===== src/rtl/alu_multiword_seq_pkg.sv =====
// Shared definitions for the multi-word add/subtract sequencer.
//   - op encodings presented on the 'op' port
//   - EXE_CMD codes understood by the 32-bit execute-stage ALU
//   - sequencer state enum
//   - bit positions inside a {N,Z,C,V} flag nibble
package alu_multiword_seq_pkg;

    typedef enum logic [1:0] {
        OP_ADD = 2'b00,
        OP_SUB = 2'b01,
        OP_ADC = 2'b10,
        OP_SBC = 2'b11
    } op_e;

    localparam logic [3:0] CMD_NOP = 4'b0000;
    localparam logic [3:0] CMD_ADD = 4'b0010;
    localparam logic [3:0] CMD_ADC = 4'b0011;
    localparam logic [3:0] CMD_SUB = 4'b0100;
    localparam logic [3:0] CMD_SBC = 4'b0101;

    typedef enum logic [1:0] {
        ST_IDLE = 2'b00,
        ST_RUN  = 2'b01,
        ST_DONE = 2'b10
    } state_e;

    localparam int FLAG_N = 3;
    localparam int FLAG_Z = 2;
    localparam int FLAG_C = 1;
    localparam int FLAG_V = 0;

endpackage


===== src/rtl/alu_multiword_seq.sv =====
// Multi-word add/subtract sequencer.
// Drives the external 32-bit ALU one word per cycle (least-significant word
// first), chaining carry/borrow through ADC/SBC, and returns a wide result
// with ARM-style {N,Z,C,V} flags.
// Ports:
//   clk, rst            clock, asynchronous active-high reset
//   start, op, cin      request (taken when ready=1), operation, ARM carry-in
//   a_in, b_in          NWORDS x 32-bit operands, sampled at accept
//   ready, done         idle indicator, one-cycle completion pulse
//   result, flags       registered wide result and {N,Z,C,V}, held until next accept
//   alu_a/b/cmd/cin     operands and command to the ALU (combinational from state)
//   alu_result, alu_sr  ALU result and status, same cycle (only C is used)
module alu_multiword_seq
    import alu_multiword_seq_pkg::*;
#(
    parameter int NWORDS = 2
) (
    input  logic                   clk,
    input  logic                   rst,
    input  logic                   start,
    input  logic [1:0]             op,
    input  logic                   cin,
    input  logic [32*NWORDS-1:0]   a_in,
    input  logic [32*NWORDS-1:0]   b_in,
    output logic                   ready,
    output logic                   done,
    output logic [32*NWORDS-1:0]   result,
    output logic [3:0]             flags,
    output logic [31:0]            alu_a,
    output logic [31:0]            alu_b,
    output logic [3:0]             alu_cmd,
    output logic                   alu_cin,
    input  logic [31:0]            alu_result,
    input  logic [3:0]             alu_sr
);

    localparam int KW = (NWORDS > 1) ? $clog2(NWORDS) : 1;
    localparam logic [KW-1:0] K_LAST = KW'(NWORDS - 1);

    state_e                   state;
    logic [NWORDS-1:0][31:0]  a_q;
    logic [NWORDS-1:0][31:0]  b_q;
    logic [NWORDS-1:0][31:0]  res_q;
    logic [1:0]               op_q;
    logic [KW-1:0]            k;
    logic                     cy;     // carry for add, borrow for subtract
    logic                     zacc;   // all words so far were zero

    logic accept;
    logic is_sub;
    logic c_new;
    logic z_word;
    logic unused_sr;

    // Signed-overflow rule on the top word; subtraction flips the operand-sign test.
    function automatic logic calc_v(input logic sub, input logic a31,
                                    input logic b31, input logic r31);
        if (sub)
            return (a31 != b31) && (r31 != a31);
        else
            return (a31 == b31) && (r31 != a31);
    endfunction

    assign accept    = (state == ST_IDLE) && start;
    assign is_sub    = op_q[0];                 // SUB and SBC share bit 0
    assign c_new     = alu_sr[FLAG_C];
    assign z_word    = (alu_result == 32'd0);
    assign result    = res_q;
    assign unused_sr = ^{alu_sr[FLAG_N], alu_sr[FLAG_Z], alu_sr[FLAG_V]};

    // ALU drive: first word of plain ADD/SUB uses the carry-less command,
    // every other word chains through ADC/SBC.
    always_comb begin
        alu_a   = 32'd0;
        alu_b   = 32'd0;
        alu_cmd = CMD_NOP;
        alu_cin = 1'b0;
        if (state == ST_RUN) begin
            alu_a = a_q[k];
            alu_b = b_q[k];
            if (is_sub) begin
                if ((k == '0) && !op_q[1]) begin
                    alu_cmd = CMD_SUB;
                end else begin
                    alu_cmd = CMD_SBC;
                    alu_cin = ~cy;              // ALU SBC takes ARM carry (1 = no borrow)
                end
            end else begin
                if ((k == '0) && !op_q[1]) begin
                    alu_cmd = CMD_ADD;
                end else begin
                    alu_cmd = CMD_ADC;
                    alu_cin = cy;
                end
            end
        end
    end

    // Operand capture: plain data registers, loaded only on accept.
    always_ff @(posedge clk) begin
        if (accept) begin
            a_q  <= a_in;
            b_q  <= b_in;
            op_q <= op;
        end
    end

    // Sequencer FSM with registered handshake, result and flags.
    always_ff @(posedge clk or posedge rst) begin
        if (rst) begin
            state <= ST_IDLE;
            ready <= 1'b1;
            done  <= 1'b0;
            res_q <= '0;
            flags <= 4'b0000;
            k     <= '0;
            cy    <= 1'b0;
            zacc  <= 1'b1;
        end else begin
            case (state)
                ST_IDLE: begin
                    if (start) begin
                        state <= ST_RUN;
                        ready <= 1'b0;
                        k     <= '0;
                        zacc  <= 1'b1;
                        case (op)
                            OP_ADC:  cy <= cin;
                            OP_SBC:  cy <= ~cin;    // borrow = not ARM carry
                            default: cy <= 1'b0;
                        endcase
                    end
                end
                ST_RUN: begin
                    res_q[k] <= alu_result;
                    cy       <= c_new;
                    zacc     <= zacc & z_word;
                    k        <= k + 1'b1;
                    if (k == K_LAST) begin
                        state         <= ST_DONE;
                        done          <= 1'b1;
                        flags[FLAG_N] <= alu_result[31];
                        flags[FLAG_Z] <= zacc & z_word;
                        flags[FLAG_C] <= is_sub ? ~c_new : c_new;
                        flags[FLAG_V] <= calc_v(is_sub, a_q[k][31], b_q[k][31],
                                                alu_result[31]);
                    end
                end
                ST_DONE: begin
                    state <= ST_IDLE;
                    done  <= 1'b0;
                    ready <= 1'b1;
                end
                default: begin
                    state <= ST_IDLE;
                    done  <= 1'b0;
                    ready <= 1'b1;
                end
            endcase
        end
    end

endmodule


===== config.mk =====
export PLATFORM = sky130hd
export DESIGN_NAME = alu_multiword_seq
export DESIGN_NICKNAME = d
export VERILOG_FILES = /design/src/rtl/alu_multiword_seq_pkg.sv /design/src/rtl/alu_multiword_seq.sv
export SDC_FILE = /design/constraint.sdc
export NUM_CORES = 1
export LEC_CHECK = 0
export ABC_AREA = 1
export CORE_MARGIN = 2
export CORE_UTILIZATION = 44
export CTS_CLUSTER_DIAMETER = 60
export CTS_CLUSTER_SIZE = 20
export DETAILED_ROUTE_END_ITERATION = 16
export PLACE_DENSITY = 0.81
export SLEW_MARGIN = 30
export SYNTH_ARGS = -nofsm -noshare
export SYNTH_HDL_FRONTEND = slang
export SYNTH_SLANG_ARGS = --single-unit

===== constraint.sdc =====
create_clock -name clk -period 11.5 [get_ports clk]
set_clock_uncertainty 0.15 [all_clocks]
set_input_delay 2.3 -clock clk [delete_from_list [all_inputs] [get_ports clk]]
set_output_delay 2.3 -clock clk [all_outputs]
set_load 0.05 [all_outputs]

==> Word level (Yosys, flattened, before mapping) <==
Cells that the tools add are included.
Widths: inputs -> output; s select.
{ "classes": {"add_sub_neg": 1, "order_cmp": 2, "n_eq_ne": 8, "n_mux": 32, "n_bitwise": 7, "n_reduce_logical": 14} }
{ "op_table": {"columns": ["op", "n"], "rows": [
  ["$mux 32", 7],
  ["$bwmux 64", 1],
  ["$demux 32 s1", 1],
  ["$logic_not 32->1", 1],
  ["$mux 1", 12],
  ["$pmux 1 s2", 6],
  ["$reduce_and 2->1", 5],
  ["$mux 4", 2],
  ["$not 1->1", 6],
  ["$logic_and 1x1->1", 5],
  ["$eq 2x2->1 const B", 2],
  ["$mux 2", 2],
  ["$ne 2x2->1 const B", 2],
  ["$pmux 2 s2", 1],
  ["$eq 2x1->1 const B", 1],
  ["$logic_not 2->1", 1],
  ["$lt 1x2->1 const B", 1],
  ["$ne 1x1->1", 2],
  ["$reduce_bool 2->1", 1],
  ["$add 1x1->1 const B", 1],
  ["$and 1x1->1", 1],
  ["$eq 1x1->1", 1],
  ["$ge 1x1->1 const B", 1],
  ["$logic_not 1->1", 1]
]} }
{ "totals": {"register_bits": 205, "inputBits": 170, "out_inout_bits": 139} }

==> Logic depth before layout (Yosys ltp) <==
{ "depth": {"ltp_word": 5, "ltp_mapped": 10, "mapped_depth_nobuf": 9} }

==> Worst setup path before layout <==
No wires, ideal clock.
{ "synth_path": {"path_type": "input-to-reg", "start": "input start", "end": "register cy", "setup_time_ps": 119, "t_arrival_ps": 12170, "path_slack_ps": -939, "stages": 4, "n_path_buf": 0, "path_cell_list": "inv_1 > nor3_1 > nor2_1 > o211ai_1"} }
{ "synth_via": {"elab_chain_cells": 2} }
{ "synth_rtl": {"columns": ["item", "line_no", "source"], "rows": [
  ["from (decl)", "alu_multiword_seq.sv:20", "input logic start,"],
  ["$ne 2x2->1 (no line)", null, null],
  ["$reduce_and 2->1 (no line)", null, null],
  ["to (signal assigned)", "alu_multiword_seq.sv:128", "OP_ADC: cy <= cin;"],
  ["to (signal assigned)", "alu_multiword_seq.sv:129", "OP_SBC: cy <= ~cin;"],
  ["to (signal assigned)", "alu_multiword_seq.sv:136", "cy <= c_new;"],
  ["to (decl)", "alu_multiword_seq.sv:46", "logic cy;"]
]} }
No other way between the ends.
A chain may end at the register's enable or synchronous reset.

==> Worst setup path in the final report <==
{ "layout_path": {"start": "register k", "end": "output alu_a[31]"} }
{ "layout_via": {"elab_chain_cells": 3} }
{ "layout_rtl": {"columns": ["item", "line_no", "source"], "rows": [
  ["from (decl)", "alu_multiword_seq.sv:45", "logic [KW-1:0] k;"],
  ["from (signal assigned)", "alu_multiword_seq.sv:138", "k <= k + 1'b1;"],
  ["$mux 32 (implied by the code) (2 in series)", "alu_multiword_seq.sv:79", "alu_a = a_q[k];"],
  ["$mux 32", "alu_multiword_seq.sv:78", "if (state == ST_RUN) begin"],
  ["to (decl)", "alu_multiword_seq.sv:29", "output logic [31:0] alu_a,"]
]} }
No other way between the ends. The select of a mux whose other input is x is not followed.

==> metrics.yaml <==
finish:
  final_util_pct: 66.3
  nNetsFinal: 1153
  fillers: 1288
  regArea_um2: 5760
  multiInputGateArea_um2: 1750
  final_layout_size_suffix_gt1_share_pct: 4.23
  syn2layout_area_growth_pct: 46.8
  antenna_cells: 0
yosys:
  yosys_warnings: 0
  syn_nets: 865
  avgSynthCellArea_um2: 11.3
  ys_ff_latch: 204
  synthCells: 695
  synth-seq-area-share_pct: 73.2
  syn_area_um2: 7870
  synthDistinctLibCells: 23
sta:
  fmax_ghz: 0.174
  setup_tns_ns: 0
  slew_viol_final: 0
  fin_hold_ws_ns: 0.333
  slew_headroom_pct: 42.0
  finalHoldViolCount: 0
  grt_setup_unrepaired: "false"
  final.min_clock_period_ns: 5.74
  tightest_slew_ns: 0.870
  post-route-period-util_pct: 49.9
  setup_viol: 0
worst_setup_path:
  critPathArrivalTime_ns: 3.29
  r2r-start: "state[0]"
  rrSetupSlack_ns: 8.73
  cp.required_ns: 9.05
  cp-start-kind: "register"
  rr_worst_depth: 6
  critPathCaptureType: "output port"
  critPathMaxFanout: 68
  r2r-end: "cy"
  critPathKind: "reg -> out"
pwr:
  static-leakage-power_uw: 0.00460
  power_density_nw_per_um2: 312
  clkPwrFrac_pct: 15.1
  pwr-share-comb_pct: 53.2
  vdd_drop_max_uv: 215
  seq_power_share_pct: 31.6
  p_sw_share_pct: 47.2
  internal-power_uw: 1910
  switchingPower_uw: 1700
placement:
  numPortBuffers: 304
  post-dp-hpwl_um: 13900
  gp_congestion: 0.789
cts:
  post_cts_buffers: 0
  holdBufCountCts: 0
  cts_resized: 0
  clk_pin_slew_ns: 0.08
  cts_tree: "yes"
  root_buffer: "clkbuf_16"
  clk_latency_ns: 0.47
  cts_sinks: 204
  h-tree-depth: 1
  clock_path_buffers: 3
  cts_buffers: 15
grt:
  grt_pass1_wl_um: 30400
  grt_max_degree: 73
  met3_usage_pct: 8.50
  track_usage_pct: 20.7
  overflow: 0
  first_global_vias: 5912
  met1_usage_pct: 23.4
  top_usage_layer: "met2"
  grtUsageMet2_pct: 36.3
  grt_antenna_before_repair: 0
floorplan:
  die_h_um: 138
  num_rows: 48
  die_area_um2: 19000
  coreArea_um2: 17400
  start_util_pct: 45.2
  die_w_um: 138
  io_pins: 309
detailed_routing:
  vias: 5965
  viasPerCell: 4.90
  antenna_left: 0
  drt_iter0_markers: 238
  postRouteWirelength_um: 20200
  drc: 0
  routedWlPerCell_um: 16.6
  first_pass_iters: 4
hold_path:
  hold_path.class: "reg -> reg"
  worstHoldStart: "result[4]"
  hold_depth: 2
  min_to: "result[4]"
outcome:
  status: "complete, no violations"
flow_run:
  maxCapViolations: 0
cell usage in the layout (no fill, tap or decap):
master           instances
xnor2_1                  2
inv_6                    2
a21oi_1                 62
inv_1                   42
o211ai_1                 1
nor2_1                  32
o21ai_0                 41
inv_4                    3
conb_1                   1
inv_8                    1
dfrtp_1                 71
o21ai_1                 24
nor3_4                   1
or2_2                    2
clkbuf_16               16
buf_4                    5
edfxtp_1               130
nor2_4                   1
bufinv_16                1
nand3_1                  7
nor3_1                   1
dfstp_2                  2
clkbuf_1                 3
clkdlybuf4s50_1        304
bufinv_8                 1
nand4_1                  1
nand2_4                  2
nand2_1                228
dfrtp_2                  1
inv_2                    4
critical path, stage by stage, from the launching register on:
cell             delay (ns)
dfrtp_2                0.39
buf_4                  0.33
inv_2                  0.11
buf_4                  0.58
nand2_1                0.11
nand2_1                0.14
inv_1                  0.07
nor2_1                 0.10
clkdlybuf4s50_1        0.87
how the worst max path moves through the flow:
stage,startpoint,end,depth (start not counted)
after floorplan,start,cy,4
after global placement,k,alu_a[0],6
after detailed placement,k,alu_a[31],8
after CTS,k,alu_a[31],8
after global routing,k,alu_a[31],8
final,k,alu_a[31],8
power groups by stage:
stage | Combinational, uW | Clock [uW] | Sequential, uW
finish | 1920 | 546 | 1140
global route | 2050 | 584 | 1160
CTS | 1940 | 560 | 1140
detailed placement | 1930 | 0 | 1160
global placement | 1900 | 0 | 1150
floorplan | 877 | 0 | 1570
flip-flops by register name, summed over array words and instances (netlist names):
| name | count |
|---|---|
| done | 1 |
| b_q | 64 |
| flags | 4 |
| result | 63 |
| state | 2 |
| cy | 1 |
| ready | 1 |
| op_q | 2 |
| k | 1 |
| a_q | 64 |
| zacc | 1 |
routing by layer:
layer  vias to the layer above  routed length [um]
li1                       2878                   -
met1                      2780                7310
met2                       273               10000
met3                        34                2350
met4                         0                 507
met5                         -                   0
cell usage after synthesis:
library cell	n	area [um2]
nor2_4	1	11.3
nand4_1	1	6.26
o21ai_1	24	120
dfrtp_1	72	1800
nand3_1	7	35.0
dfstp_2	2	52.6
conb_1	1	3.75
buf_2	18	90.1
o211ai_1	1	7.51
o21ai_0	41	205
buf_6	2	22.5
edfxtp_1	130	3900
or2_2	2	12.5
nand2_1	229	860
nand2_4	1	11.3
inv_1	43	161
buf_4	6	45.0
clkbuf_1	12	45.0
nor2_1	32	120
xnor2_1	2	17.5
a21oi_1	62	310
inv_2	4	15.0
nor3_1	2	10.0
per-stage QoR:
stage	std cells	power, uW	setup WS [ns]	cell area [um2]
2_1_floorplan	695	2450	3.23	7870
3_3_place_gp	1191	3050	6.29	11000
3_5_place_dp	1191	3090	6.29	11000
4_1_cts	1217	3640	5.75	11500
5_1_grt	1217	3800	5.56	11500
6_report	1217	3610	5.76	11500
cell families after synthesis:
kind of cell / count (synthesis) / share of synthesized area [%]
and+or+nand+nor: 275 / 13.5
AOI/OAI and AO/OA: 128 / 8.17
xor gates and xnor gates: 2 / 0.223
buffers and inverters: 85 / 4.82
DFF: 204 / 73.2
other: 1 / 0.0477
area by class of cell:
class / count / share of cell area (%)
sequential: 204 / 49.9
timing repair buffer: 309 / 26.7
multi-input combinational: 406 / 15.1
clock buffer: 19 / 3.56
tap: 225 / 2.44
inverter: 47 / 1.55
clock inverter: 7 / 0.769
(Power assumes the default switching activity.)
